[config.mk]
export PLATFORM = sky130hd
export DESIGN_NAME = oled_bus
export DESIGN_NICKNAME = d
export VERILOG_FILES = /design/src/rtl/oled_bus.sv
export SDC_FILE = /design/constraint.sdc
export NUM_CORES = 1
export LEC_CHECK = 0
export CAP_MARGIN = 40
export CELL_PAD_IN_SITES_DETAIL_PLACEMENT = 1
export CELL_PAD_IN_SITES_GLOBAL_PLACEMENT = 2
export CORE_MARGIN = 2
export CORE_UTILIZATION = 27
export CTS_CLUSTER_SIZE = 16
export DETAILED_ROUTE_END_ITERATION = 6
export HOLD_SLACK_MARGIN = 0.08
export PLACE_DENSITY = 0.8
export SETUP_SLACK_MARGIN = 0.1
export SLEW_MARGIN = 20
export SYNTH_ARGS = -nofsm -noshare
export SYNTH_HDL_FRONTEND = slang
export SYNTH_SLANG_ARGS = --single-unit
export TNS_END_PERCENT = 30
[constraint.sdc]
create_clock -name clk -period 2.3 [get_ports clk]
set_input_delay 0.69 -clock clk [delete_from_list [all_inputs] [get_ports clk]]
set_output_delay 0.69 -clock clk [all_outputs]
set_load 0.02 [all_outputs]
[src/rtl/oled_bus.sv]
`default_nettype none
// ============================================================================
//  Module   : oled_bus
//  Purpose  : Parallel-bus transaction engine for the OLED panel. It takes one
//             command byte and an optional burst of data beats, then drives
//             the panel strobes with programmable setup/pulse/hold timing.
//  Ports    : clk, rst (async, active-high)
//             cmd_valid/cmd_ready/cmd/len[/cmd_read]  transaction request
//             data_valid/data_ready/data               write data beats
//             busy                                     engine not idle
//             oled_cs/oled_e/oled_rw/oled_dc/oled_q/oled_oe  panel pins
//             [oled_d/rd_valid/rd_data]                read path
//  Options  : OLED_READ_EN - adds the read-burst path and its ports.
//  Revision : 1.0  initial release
// ============================================================================
module oled_bus #(
    parameter int DATA_WIDTH   = 8,
    parameter int LEN_WIDTH    = 8,
    parameter int SETUP_CYCLES = 1,
    parameter int PULSE_CYCLES = 2,
    parameter int HOLD_CYCLES  = 1
) (
    input  logic                  clk,
    input  logic                  rst,
    input  logic                  cmd_valid,
    output logic                  cmd_ready,
    input  logic [DATA_WIDTH-1:0] cmd,
    input  logic [LEN_WIDTH-1:0]  len,
    input  logic                  data_valid,
    output logic                  data_ready,
    input  logic [DATA_WIDTH-1:0] data,
    output logic                  busy,
    output logic                  oled_cs,
    output logic                  oled_e,
    output logic                  oled_rw,
    output logic                  oled_dc,
    output logic [DATA_WIDTH-1:0] oled_q,
    output logic                  oled_oe
`ifdef OLED_READ_EN
    ,
    input  logic                  cmd_read,
    input  logic [DATA_WIDTH-1:0] oled_d,
    output logic                  rd_valid,
    output logic [DATA_WIDTH-1:0] rd_data
`endif
);

    localparam int C_MAX_PHASE =
        (SETUP_CYCLES > PULSE_CYCLES)
            ? ((SETUP_CYCLES > HOLD_CYCLES) ? SETUP_CYCLES : HOLD_CYCLES)
            : ((PULSE_CYCLES > HOLD_CYCLES) ? PULSE_CYCLES : HOLD_CYCLES);
    localparam int C_PW = $clog2(C_MAX_PHASE + 1);

    localparam logic [C_PW-1:0]      C_SETUP_LAST = C_PW'(SETUP_CYCLES - 1);
    localparam logic [C_PW-1:0]      C_PULSE_LAST = C_PW'(PULSE_CYCLES - 1);
    localparam logic [C_PW-1:0]      C_HOLD_LAST  = C_PW'(HOLD_CYCLES - 1);
    localparam logic [C_PW-1:0]      C_PH_ONE     = C_PW'(1);
    localparam logic [LEN_WIDTH-1:0] C_LEN_ONE    = LEN_WIDTH'(1);

    typedef enum logic [2:0] {
        S_IDLE      = 3'd0,
        S_SETUP     = 3'd1,
        S_PULSE     = 3'd2,
        S_HOLD      = 3'd3,
        S_WAIT_DATA = 3'd4,
        S_DONE      = 3'd5
    } state_t;

    state_t                  state_q, state_d;
    logic [C_PW-1:0]         phase_q, phase_d;
    logic [LEN_WIDTH-1:0]    rem_q,   rem_d;
    logic [DATA_WIDTH-1:0]   q_q,     q_d;
    logic                    dc_q,    dc_d;
    logic                    oe_q,    oe_d;
`ifdef OLED_READ_EN
    logic                    read_q,  read_d;     // burst direction latched at acceptance
    logic                    rbeat_q, rbeat_d;    // current beat is a read data beat (drives rw)
    logic                    rd_valid_q;
    logic [DATA_WIDTH-1:0]   rd_data_q;
`endif

    always_ff @(posedge clk or posedge rst) begin
        if (rst) begin
            state_q <= S_IDLE;
            phase_q <= '0;
            rem_q   <= '0;
            q_q     <= '0;
            dc_q    <= 1'b0;
            oe_q    <= 1'b0;
`ifdef OLED_READ_EN
            read_q  <= 1'b0;
            rbeat_q <= 1'b0;
`endif
        end else begin
            state_q <= state_d;
            phase_q <= phase_d;
            rem_q   <= rem_d;
            q_q     <= q_d;
            dc_q    <= dc_d;
            oe_q    <= oe_d;
`ifdef OLED_READ_EN
            read_q  <= read_d;
            rbeat_q <= rbeat_d;
`endif
        end
    end

    always_comb begin
        state_d = state_q;
        phase_d = phase_q;
        rem_d   = rem_q;
        q_d     = q_q;
        dc_d    = dc_q;
        oe_d    = oe_q;
`ifdef OLED_READ_EN
        read_d  = read_q;
        rbeat_d = rbeat_q;
`endif
        case (state_q)
            S_IDLE: begin
                if (cmd_valid) begin
                    state_d = S_SETUP;
                    phase_d = '0;
                    rem_d   = len;
                    q_d     = cmd;
                    dc_d    = 1'b0;
                    oe_d    = 1'b1;
`ifdef OLED_READ_EN
                    read_d  = cmd_read;
                    rbeat_d = 1'b0;
`endif
                end
            end
            S_SETUP: begin
                if (phase_q == C_SETUP_LAST) begin
                    state_d = S_PULSE;
                    phase_d = '0;
                end else begin
                    phase_d = phase_q + C_PH_ONE;
                end
            end
            S_PULSE: begin
                if (phase_q == C_PULSE_LAST) begin
                    state_d = S_HOLD;
                    phase_d = '0;
                end else begin
                    phase_d = phase_q + C_PH_ONE;
                end
            end
            S_HOLD: begin
                if (phase_q == C_HOLD_LAST) begin
                    phase_d = '0;
                    if (rem_q == '0) begin
                        state_d = S_DONE;
                        dc_d    = 1'b0;
                        oe_d    = 1'b0;
`ifdef OLED_READ_EN
                        rbeat_d = 1'b0;
                    end else if (read_q) begin
                        // Read beats skip WAIT_DATA: release the bus and strobe again.
                        state_d = S_SETUP;
                        rem_d   = rem_q - C_LEN_ONE;
                        dc_d    = 1'b1;
                        oe_d    = 1'b0;
                        rbeat_d = 1'b1;
`endif
                    end else begin
                        state_d = S_WAIT_DATA;
                    end
                end else begin
                    phase_d = phase_q + C_PH_ONE;
                end
            end
            S_WAIT_DATA: begin
                if (data_valid) begin
                    state_d = S_SETUP;
                    q_d     = data;
                    dc_d    = 1'b1;
                    if (rem_q != '0) begin
                        rem_d = rem_q - C_LEN_ONE;
                    end
                end
            end
            S_DONE: begin
                state_d = S_IDLE;
            end
            default: begin
                state_d = S_IDLE;
            end
        endcase
    end

`ifdef OLED_READ_EN
    // Panel data is captured on the last low cycle of E and presented on the first HOLD cycle.
    always_ff @(posedge clk or posedge rst) begin
        if (rst) begin
            rd_valid_q <= 1'b0;
            rd_data_q  <= '0;
        end else begin
            rd_valid_q <= 1'b0;
            if (state_q == S_PULSE && phase_q == C_PULSE_LAST && rbeat_q) begin
                rd_valid_q <= 1'b1;
                rd_data_q  <= oled_d;
            end
        end
    end
    assign rd_valid = rd_valid_q;
    assign rd_data  = rd_data_q;
    assign oled_rw  = rbeat_q;
`else
    assign oled_rw  = 1'b0;
`endif

    // Strobes decode straight from state so an async reset takes effect at once.
    assign cmd_ready  = (state_q == S_IDLE);
    assign data_ready = (state_q == S_WAIT_DATA);
    assign busy       = (state_q != S_IDLE);
    assign oled_cs    = (state_q == S_IDLE) || (state_q == S_DONE);
    assign oled_e     = (state_q != S_PULSE);
    assign oled_dc    = dc_q;
    assign oled_q     = q_q;
    assign oled_oe    = oe_q;

endmodule
`default_nettype wire

==> impl_metrics.yaml, run 1 <==
status:
  status: "finished clean"
global_routing:
  grt_pass1_wl_um: 6260
  grt_pass1_vias: 1320
  antenna_found_initial: 0
  gr-total-overflow: 0
  grt_max_degree: 24
  grt_util_all_layers_pct: 14.5
routing:
  route.vias.total: 1235
  wl_per_cell_um: 14.5
  drc: 0
  postRouteWirelength_um: 3770
  dr.pass1.iters: 4
  via_per_inst: 4.77
  drt-initial-drc-count: 27
  postRouteAntennaNets: 0
floorplan:
  pin_count: 44
  start_util_pct: 28.5
  die_w_um: 75.3
  num_rows: 25
  core_area_mm2: 0.00482
  die_area_mm2: 0.00567
  die_h_um: 75.3
pwr:
  power_per_cell_area_mw_per_mm2: 1200
  comb_power_share_pct: 56.0
  p_sw_mw: 1.01
  max-vdd-ir-drop_mv: 0.340
  power.leakage_nw: 0.806
  p_seq_share_pct: 32.4
  p_sw_share_pct: 44.2
  total_power_mw: 2.29
  power.internal_mw: 1.28
  pwr-share-clk_pct: 11.6
cells_and_area:
  drive_above_1_share_pct: 9.38
  final_cells: 259
  fin_area_mm2: 0.00191
  nets: 226
  antenna_cells: 0
  area_growth_pct: 39.2
  final_util_pct: 39.7
cts:
  clockBufferDepth: 2
  cts-htree-levels: 1
  cts_sinks: 23
  clkTransAtPathRegs_ps: 90
  cts_inserted_buffers: 3
  clock_latency_ps: 270
  ctsRootBufferMaster: "clkbuf_8"
  cts_tree: "yes"
sta:
  hold_viol_final: 0
  relSlewSlack_pct: 64.1
  period_needed_ps: 2180
  final_max_slew_viol_count: 0
  totalNegativeSetupSlack_ps: 0
  finClkSkew_ps: 2.89
  fmax_mhz: 458
  worstMarginPinSlew_ps: 535
  setup_slack_ps: 119
  rsz0062_at_grt: "yes"
  holdWs_ps: 501
  fin_crit_sh_pct: 94.8
  setup_violations: 0
setup_path:
  worstPathMaxFanout: 3
  crit_chain: "or3_1 > inv_1 > dlygate4sd2_1"
  critPathSlowestCell: "dfrtp_1"
  timing.rr.start: "rem_q[0]"
  path_delay_family: "buffers and inverters"
  cp-end-kind: "primary output"
  worstPathBufferInverterCount: 2
  cp-start-kind: "flop"
  max_stage_delay_ps: 400
  path_class: "flop to primary output"
  cp-startpoint: "state_q[1]"
  cp.arrival_ps: 1490
  critPathRequiredTime_ps: 1610
logic_synthesis:
  synth_seq_cells: 23
  synth_top_area_share_pct: 41.9
  synth_edf_count: 0
  synth_warnings: 0
  synthesis.nets: 179
  synth_top_area_cell: "dfrtp_1"
  synth_area_mm2: 0.00137
  syn_inst: 146
  synth_most_common_cell: "dfrtp_1"
  ys.flop_type: "dfrtp_1"
  synth.avg_cell_area_um2: 9.40
  yosys-top-cells-count: "23 x dfrtp_1, 18 x o21ai_1, 12 x nand2_1, 10 x inv_1"
  yosysUniqueCellTypes: 42
  async_flop_share_pct: 100
  synth_area_leaders: "dfrtp_1 42%, mux2i_1 6.6%, o21ai_1 6.6%"
  yosysSeqAreaShare_pct: 41.9
place:
  gp_congestion: 0.787
  postPlaceCellArea_mm2: 0.00187
  place_hpwl_um: 2920
  io_buffers: 42
  place_ws_ps: -13.1
  dp_cells: 255
job:
  drv_cap: 0
min_path:
  holdCritStartpoint: "oled_q[0]"
  hp-class: "flop to flop"
## per-layer routing
metal | GRT usage [%] | part of all wire [%] | vias up
met4 | 5.65 | 1.5 | 0
met1 | 18.0 | 43 | 605
met2 | 26.0 | 54 | 18
met3 | 1.19 | 2.2 | 4
li1 | - | - | 608
met5 | 0 | 0 | -
## final cells by class
type                       instances  area, µm²
tap                               67       83.8
inverter                          11       46.3
clock inverter                     1       5.00
fill                             594       2910
clock buffer                       3       41.3
sequential                        23        576
multi-input combinational        103        681
timing repair buffer              51        478
## power groups by stage
| stage | clock [mW] | combinational [mW] | sequential, mW |
|---|---|---|---|
| floorplan | 0 | 0.751 | 0.798 |
| global placement | 0 | 1.30 | 0.732 |
| detailed placement | 0 | 1.33 | 0.748 |
| CTS | 0.267 | 1.30 | 0.742 |
| global route | 0.281 | 1.42 | 0.769 |
| finish | 0.265 | 1.28 | 0.740 |
## flip-flops by register name, summed over array words and instances (netlist names)
signal and count:
rem_q 8, oled_q 8, oled_oe 1, oled_dc 1
phase_q 2, state_q 3
## worst min-delay path, stage by stage (launching register included)
cell,delay [ps]
dfrtp_1,350
nand2_1,50
o21ai_1,70
## logic make-up (layout without fill, tap and decap cells)
| group | after synthesis | count (layout) | synth area share [%] |
|---|---|---|---|
| AO/OA/AOI/OAI | 45 | 45 | 20.8 |
| AND/OR/NAND/NOR | 42 | 42 | 16.8 |
| flip-flops | 23 | 23 | 41.9 |
| buffers and inverters | 20 | 66 | 8.48 |
| multiplexers | 9 | 9 | 6.56 |
| adder cells (fa/ha/maj) | 5 | 5 | 4.56 |
| other | 1 | 1 | 0.273 |
| XOR/XNOR | 1 | 1 | 0.638 |
## placed cells by master, fill, tap and decap left out, types with 3 or more instances in the layout
cell / Yosys / routed
nand2_1: 12 / 12
buf_4: 2 / 9
nor2_1: 7 / 7
ha_1: 5 / 5
a22oi_1: 3 / 3
o2bb2ai_1: 3 / 3
inv_1: 10 / 10
o21ai_1: 18 / 18
and3_1: 3 / 3
a21oi_1: 9 / 9
dlygate4sd2_1: 0 / 4
mux2i_1: 9 / 9
clkbuf_8: 0 / 3
clkdlybuf4s50_1: 0 / 37
nand3_1: 5 / 5
dfrtp_1: 23 / 23
## what timing repair did
item                       CTS  global route
setup endpoints to repair    5             3
setup buffers                0             0
resized for setup            6             1
hold buffers                 0             0
## final timing paths
| check | endpoint | slack (ps) | cells past startpoint |
|---|---|---|---|
| worst max-delay path | cmd_ready | 120 | 3 |
| worst min-delay path | oled_q[0] | 500 | 2 |
| worst max register to register | rem_q[5] | 460 | 6 |
| worst min register to register | oled_q[0] | 500 | 2 |
| max in group asynchronous | rem_q[0] | 1310 | 3 |
| min in group asynchronous | phase_q[0] | 760 | 3 |
(Power assumes the default switching activity.)
==> run 2: changes to the inputs <==
CELL_PAD_IN_SITES_DETAIL_PLACEMENT = 0   (was 1)
CELL_PAD_IN_SITES_GLOBAL_PLACEMENT = 1   (was 2)
CORE_UTILIZATION = 30   (was 27)
PLACE_DENSITY = 0.72   (was 0.8)
==> impl_metrics.yaml, run 2 (synthesis results as in run 1) <==
sta:
  period_needed_ps: 2160
  relSlewSlack_pct: 66.0
  hold_viol_final: 0
  fin_crit_sh_pct: 93.7
  totalNegativeSetupSlack_ps: 0
  final_max_slew_viol_count: 0
  fmax_mhz: 464
  worstMarginPinSlew_ps: 507
  setup_violations: 0
  rsz0062_at_grt: "yes"
  finClkSkew_ps: 1.08
cts:
  cts-htree-levels: 1
  clockBufferDepth: 2
  cts_sinks: 23
  cts_tree: "yes"
  cts_inserted_buffers: 3
  clkTransAtPathRegs_ps: 90
  clock_latency_ps: 260
  ctsRootBufferMaster: "clkbuf_8"
pwr:
  comb_power_share_pct: 56.3
  p_sw_share_pct: 43.3
  power.internal_mw: 1.30
  pwr-share-clk_pct: 11.4
  max-vdd-ir-drop_mv: 0.648
  p_sw_mw: 0.991
  power.leakage_nw: 0.809
  p_seq_share_pct: 32.3
  total_power_mw: 2.29
  power_per_cell_area_mw_per_mm2: 1200
global_routing:
  grt_pass1_wl_um: 5480
  grt_pass1_vias: 1231
  grt_util_all_layers_pct: 13.5
  antenna_found_initial: 0
  gr-total-overflow: 0
  grt_max_degree: 24
routing:
  route.vias.total: 1243
  wl_per_cell_um: 13.7
  via_per_inst: 5.05
  drc: 0
  postRouteAntennaNets: 0
  drt-initial-drc-count: 81
  postRouteWirelength_um: 3370
  dr.pass1.iters: 4
floorplan:
  pin_count: 44
  num_rows: 24
  die_h_um: 71.6
  die_w_um: 71.6
  start_util_pct: 31.3
  core_area_mm2: 0.00438
  die_area_mm2: 0.00513
job:
  drv_cap: 0
setup_path:
  path_class: "flop to primary output"
  cp-start-kind: "flop"
  critPathRequiredTime_ps: 1610
  cp.arrival_ps: 1470
  worstPathMaxFanout: 4
  cp-end-kind: "primary output"
  regToRegSetupSlack_ps: 490
cells_and_area:
  area_growth_pct: 39.4
  layout_commonest_cell: "clkdlybuf4s50_1"
  final_cells: 246
  nets: 228
  drive_above_1_share_pct: 10.8
  layout_common_cells: "37 x clkdlybuf4s50_1, 23 x dfrtp_1, 18 x o21ai_1"
  antenna_cells: 0
  fin_area_mm2: 0.00191
  final_util_pct: 43.6
place:
  dp_cells: 241
  io_buffers: 42
  postPlaceCellArea_mm2: 0.00186
  gp_congestion: 0.846
  place_hpwl_um: 2560
status:
  status: "finished clean"
min_path:
  hp-class: "flop to flop"
==> run 2: changes by cell type in the layout (fill, tap and decap cells not counted) <==
cell / before / now
buf_4: 9 / 11
dlygate4sd2_1: 4 / 2
clkdlybuf4s15_1: 0 / 1
clkdlybuf4s15_2: 0 / 1
clkinv_2: 1 / 0
clkinvlp_4: 0 / 1
==> run 2: path summary, 6_finish.rpt <==
| kind | start | to | cells after the start |
|---|---|---|---|
| worst max-delay path | state_q[2] | cmd_ready | 3 |
| worst min-delay path | oled_q[7] | oled_q[7] | 2 |
| worst max register to register | rem_q[0] | rem_q[5] | 6 |
| worst min register to register | oled_q[7] | oled_q[7] | 2 |
| max in group asynchronous | rst | oled_oe | 3 |
| min in group asynchronous | rst | oled_q[6] | 3 |
==> run 2: worst max-delay path, stage by stage, from the launching register on <==
cell and delay [ps]:
dfrtp_1 420, or3_1 390, inv_1 90, clkdlybuf4s15_1 300
==> run 2: cell type report <==
cell class | instances | area (µm²)
Timing Repair Buffer | 53 | 497
Fill cell | 427 | 2470
Inverter | 11 | 46.3
Clock buffer | 3 | 41.3
Tap cell | 52 | 65.1
Sequential cell | 23 | 576
Clock inverter | 1 | 7.51
Multi-Input combinational cell | 103 | 681
==> run 2: stage by stage <==
step / hold WS [ps] / setup slack (ps)
final: 496 / 144
after global routing: 523 / 71.1
after detailed placement: 479 / 74.1
after CTS: 501 / 107
after floorplan: 481 / 361
after global placement: 468 / 114
==> run 2: per-layer routing <==
layer  global-route usage [%]  share of wire (%)  up-vias
li1                         -                  -      611
met1                     15.8                 42      589
met2                     23.7                 50       39
met3                     4.08                7.8        4
met4                     3.98               0.95        0
met5                        0                  0        -
==> run 2: power groups by stage <==
stage | Combinational [mW] | Clock (mW) | Sequential (mW)
after floorplan | 0.751 | 0 | 0.798
after global placement | 1.29 | 0 | 0.736
after detailed placement | 1.31 | 0 | 0.743
after CTS | 1.29 | 0.274 | 0.738
after global routing | 1.42 | 0.285 | 0.768
final | 1.29 | 0.261 | 0.738
==> run 2: what timing repair did <==
item	CTS	global route
buffers inserted	0	1
cloned	0	0
resized for setup	10	1
hold buffers	0	0
endpoints found under the setup margin	5	3
